$ cat config.mk
export PLATFORM = sky130hd
export DESIGN_NAME = fib_sequencer
export DESIGN_NICKNAME = d
export VERILOG_FILES = /design/src/rtl/fib_sequencer.sv
export SDC_FILE = /design/constraint.sdc
export NUM_CORES = 1
export LEC_CHECK = 0
export ABC_AREA = 1
export CORE_AREA = 2 2 55 57
export DETAILED_ROUTE_END_ITERATION = 16
export DIE_AREA = 0 0 57 59
export GPL_TIMING_DRIVEN = 0
export PLACE_DENSITY = 0.77
export SLEW_MARGIN = 30
export SYNTH_ARGS = -nofsm -noshare
export SYNTH_HDL_FRONTEND = slang
export SYNTH_SLANG_ARGS = --single-unit
export TNS_END_PERCENT = 5
$ cat constraint.sdc
create_clock -name clk -period 1.8 [get_ports clk]
set_input_delay 0.36 -clock clk [delete_from_list [all_inputs] [get_ports clk]]
set_output_delay 0.36 -clock clk [all_outputs]
set_load 0.03 [all_outputs]
$ cat src/rtl/fib_sequencer.sv
`default_nettype none
// ============================================================================
//  Module      : fib_sequencer
//  Description : Control sequencer for the register-file/ALU lab datapath.
//                After a start request it fills r0..r(NUM_REGS-1) with the
//                Fibonacci sequence by steering write enables, operand
//                selects, ALU opcode and immediate each cycle.
//  Revision    : 1.0 - initial release
// ============================================================================
module fib_sequencer #(
    parameter int          NUM_REGS  = 16,
    parameter int          DATA_W    = 16,
    parameter logic [3:0]  OP_ADD    = 4'b0101,
    parameter logic [3:0]  OP_MOV    = 4'b1101,
    parameter int          CARRY_BIT = 4
) (
    input  logic              clk,
    input  logic              rst,
    input  logic              start,
    input  logic              step_en,
    input  logic [4:0]        flags,
    output logic [15:0]       reg_en,
    output logic [3:0]        ra_sel,
    output logic [3:0]        rb_sel,
    output logic              imm_sel,
    output logic [DATA_W-1:0] imm,
    output logic [3:0]        alu_op,
    output logic              busy,
    output logic              done,
    output logic              ovf,
    output logic [3:0]        cur_reg
);

    typedef enum logic [2:0] {
        S_IDLE  = 3'd0,
        S_INIT0 = 3'd1,
        S_INIT1 = 3'd2,
        S_RUN   = 3'd3,
        S_DONE  = 3'd4
    } state_t;

    // Index of the last register to fill and the first register computed by the ALU.
    localparam logic [3:0]  c_K_LAST   = 4'(NUM_REGS - 1);
    localparam logic [3:0]  c_K_FIRST  = 4'd2;
    // Write-enable bits that correspond to existing registers.
    localparam logic [15:0] c_REG_MASK = 16'((33'd1 << NUM_REGS) - 33'd1);

    state_t      r_state;
    logic [3:0]  r_k;
    logic        r_ovf;
    logic [15:0] w_onehot;
    logic        w_unused_flags;

    // Only the carry flag steers the sequence; the other flags are don't-care.
    assign w_unused_flags = ^flags;

    // Sequencer state, register index and sticky overflow.
    always_ff @(posedge clk) begin
        if (rst) begin
            r_state <= S_IDLE;
            r_k     <= c_K_FIRST;
            r_ovf   <= 1'b0;
        end else begin
            case (r_state)
                S_IDLE: begin
                    if (start) begin
                        r_state <= S_INIT0;
                        r_k     <= c_K_FIRST;
                        r_ovf   <= 1'b0;
                    end
                end
                S_INIT0: begin
                    if (step_en) begin
                        r_state <= S_INIT1;
                    end
                end
                S_INIT1: begin
                    if (step_en) begin
                        r_state <= S_RUN;
                        r_k     <= c_K_FIRST;
                    end
                end
                S_RUN: begin
                    if (step_en) begin
                        // The write of rk happens on this same edge regardless.
                        if (flags[CARRY_BIT]) begin
                            r_ovf   <= 1'b1;
                            r_state <= S_DONE;
                        end else if (r_k == c_K_LAST) begin
                            r_state <= S_DONE;
                        end else begin
                            r_k <= r_k + 4'd1;
                        end
                    end
                end
                S_DONE: begin
                    r_state <= S_IDLE;
                end
                default: begin
                    r_state <= S_IDLE;
                end
            endcase
        end
    end

    assign w_onehot = 16'd1 << r_k;

    // Moore decode of the datapath control fields from state and index.
    always_comb begin
        reg_en  = 16'd0;
        ra_sel  = 4'd0;
        rb_sel  = 4'd0;
        imm_sel = 1'b0;
        imm     = '0;
        alu_op  = OP_MOV;
        busy    = 1'b0;
        done    = 1'b0;
        cur_reg = 4'd0;
        case (r_state)
            S_INIT0: begin
                reg_en  = 16'd1;
                imm_sel = 1'b1;
                busy    = 1'b1;
            end
            S_INIT1: begin
                reg_en  = 16'd2;
                imm_sel = 1'b1;
                imm     = DATA_W'(1);
                busy    = 1'b1;
                cur_reg = 4'd1;
            end
            S_RUN: begin
                reg_en  = w_onehot;
                ra_sel  = r_k - 4'd2;
                rb_sel  = r_k - 4'd1;
                alu_op  = OP_ADD;
                busy    = 1'b1;
                cur_reg = r_k;
            end
            S_DONE: begin
                done    = 1'b1;
                cur_reg = r_k;
            end
            default: begin
                reg_en = 16'd0;
            end
        endcase
        // A stalled step must never write; unused register slots never write.
        reg_en = reg_en & c_REG_MASK & {16{step_en}};
    end

    assign ovf = r_ovf;

endmodule
`default_nettype wire

==> metrics.md <==
| Metric | Value |
|---|---|
| Status | finished with violations |
| Failing checks | negative setup slack |
| Top post-synthesis cells by count | nor2_1 (36), nand2_1 (29), buf_4 (18) |
| Worst min path class | reg -> reg |
| Grt ovf | 0 |
| Largest net degree at the start of global routing | 11 |
| H-tree depth | 1 |
| DR iter-0 viols | 18 |
| Root Driver | clkbuf_4 |
| Synth top area share | 0.168 |
| Site Rows | 19 |
| Total Wirelength | 2.80 mm |
| Avg Synthesized Cell Area | 6.06 um^2 |
| Pleak | 0.848 nW |
| Clock Skew | 0.00378 ns |
| Num ports | 61 |
| First-pass GRT wire length | 3.94 mm |
| Top area cells in the synthesized netlist | dfxtp_1 (17%), buf_4 (14%), nor2_1 (14%) |
| Worst setup margin | -0.103 ns |
| Die Ht | 59 um |
| Clk_lat worst skew | 0.26 ns |
| Worst-path clk slew | 0.05 ns |
| Unrepaired setup endpoints after global routing | yes |
| Initial core utilization | 0.351 |
| Drt drc | 0 |
| Post-synth EDFFs | 0 |
| Die Width | around 57 um |
| GP Congestion | 0.759 |
| PortBufs | 38 |
| Top FF cell, synth | dfxtp_1 |
| Mapped Area | roughly 950 um^2 |
| Fin crit period | 1.90 ns |
| Hold Vio Cnt, Final | 0 |
| Vias | 1131 |
| Clock sink total | 8 |
| Initial antenna violation count | 0 |
| Core area | 2710 um^2 |
| Cell accounting for the most synthesized area | dfxtp_1 |
| Hold buffers post-CTS | 0 |
| Kind of end point of the critical path | output port |
| Worst hold stages | 2 |
| Crit path arrival time | approximately 1.5 ns |
| First-pass DRT Iterations | 4 |
| Final setup viols | 15 |
| FF-to-FF End | r_state[1]$_SDFFE_PP0P_ |
| Proportion of layout cells with a drive suffix above 1 | 0.434 |
| PwrDens | approximately 1400 nW/um^2 |
| VDD IR max | 0.870 mV |
| Hold WS | 0.487 ns |
| Register-to-register setup slack | 0.15 ns |
| R2R cell count | 12 |
| DRT antenna net count | 0 |
| Synth Instances | 157 |
| Yosys reg bits | 8 |
| Worst hold endpoint | ovf$_SDFFE_PP0P_ |
| Min-Delay Startpoint | ovf$_SDFFE_PP0P_ |
| Ys Warns | 0 |
| Final count of pins violating max slew | 0 |
| Final Util | 0.587 |
| Ratio of final minimum period to clock period | 1.06 |
| Max-cap violations | 0 |
| CTS tree | yes |
| Required @ worst endpoint | 1.44 ns |
| Yosys cell types | 23 |
| Top-count cell post-synth | nor2_1 |
| Die ar. | 3360 um^2 |
| Startpoint Class | flip-flop |
| TritonCTS Buffers | 3 |
| CTS max path bufs | 2 |
| Post-synth ARST share | 0 |
| WS Path Type | reg -> out |
| Fmax achieved | 526 MHz |
| Total GRT Usage | 0.148 |
| Layout area overhead | 67.2% |
| Wire per inst | 10.9 um |
| Worst reg2reg startpoint | r_state[0]$_SDFFE_PP0P_ |
| Ant. Diodes | 0 |
| Vias in the first global route | 917 |
| Max FO, Critical Path | 5 |
| Layout net count | 247 |
| Drt via density | 4.40 |
| Sequential share of the synthesized area | 0.168 |
| Placed wire-length estimate | 1.90 mm |
-- report_power, final --
part / internal (mW) / leakage [nW] / switching, mW
logic: 0.609 / 0.765 / 0.974
registers: 0.281 / 0.0686 / 0.143
clock network: 0.0765 / 0.0138 / 0.0641
-- layer usage --
layer / wire, um / track usage / up-vias
li1: - / - / 597
met1: 1140 / 0.182 / 494
met2: 1410 / 0.241 / 36
met3: 196 / 0.0371 / 4
met4: 46 / 0.0731 / 0
met5: 0 / 0 / -
-- kinds of logic (layout without fill, tap and decap cells) --
kind of cell | count (synthesis) | count (layout) | share of synthesized area
simple gates | 87 | 87 | 0.391
buf+inv | 37 | 90 | 0.226
compound gates | 12 | 12 | 0.0658
fa+ha+maj | 10 | 10 | 0.132
flops | 8 | 8 | 0.168
other cells | 2 | 18 | 0.00790
xor+xnor | 1 | 1 | 0.00921
-- through the flow --
stage	total power, mW	std cells	setup slack (ns)	instance area, um^2	TNS, ns
2_1_floorplan	1.32	173	-0.102	1020	-0.309
3_3_place_gp	1.70	242	-0.517	1440	-11.56
3_5_place_dp	1.72	242	-0.535	1440	-12.01
4_1_cts	1.96	254	-0.134	1510	-1.40
5_1_grt	2.32	257	-0.158	1590	-2.30
6_report	2.15	257	-0.103	1590	-0.721
-- how the worst max path moves through the flow --
| stage | startpoint | to | depth (start not counted) |
|---|---|---|---|
| detailed placement | r_k[2]$_SDFFE_PP0P_ | rb_sel[3] | 7 |
| global route | r_state[0]$_SDFFE_PP0P_ | reg_en[1] | 6 |
| floorplan | r_state[2]$_SDFFE_PP0P_ | cur_reg[1] | 4 |
| finish | r_k[2]$_SDFFE_PP0P_ | rb_sel[3] | 6 |
| CTS | r_k[2]$_SDFFE_PP0P_ | rb_sel[3] | 7 |
| global placement | r_k[2]$_SDFFE_PP0P_ | rb_sel[3] | 7 |
-- critical path: stages, from the launching register on --
cell	delay (ns)
dfxtp_4	0.37
clkinvlp_4	0.19
ha_4	0.22
nand2_2	0.08
a21oi_1	0.07
a211oi_2	0.16
buf_4	0.19
-- sequential cells by signal, indices dropped and copies added (netlist names) --
signal,flops
r_k,4
r_state,3
ovf,1
-- area by class of cell --
type	count	area [um^2]
buffer	18	135
clock buffer	3	22.5
multi-input combinational	128	728
timing repair buffer	52	413
sequential	8	178
tap	31	38.8
inverter	17	75.1
fill	285	1120
-- placed cells by master (no fill, tap or decap), drive strengths merged --
cell type / Yosys / layout
a211oi: 1 / 1
a21oi: 7 / 7
buf: 20 / 56
clkbuf: 0 / 9
clkdlybuf4s15: 0 / 2
clkdlybuf4s50: 0 / 4
clkinvlp: 0 / 1
conb: 2 / 18
dfxtp: 8 / 8
dlygate4sd2: 0 / 1
dlymetal6s2s: 0 / 1
ha: 10 / 10
inv: 17 / 16
nand2: 30 / 30
nand3: 11 / 11
nand3b: 1 / 1
nand4: 3 / 3
nor2: 38 / 38
nor3: 2 / 2
o21ai: 4 / 4
or2: 2 / 2
xnor2: 1 / 1
-- what timing repair did --
| item | in CTS | in global routing |
|---|---|---|
| endpoints found under the setup margin | 33 | 32 |
| buffers inserted | 9 | 5 |
| pin swaps | 1 | 8 |
| gates cloned | 0 | 0 |
| resized for setup | 152 | 78 |
No activity file was read; power rests on OpenSTA's default activity.
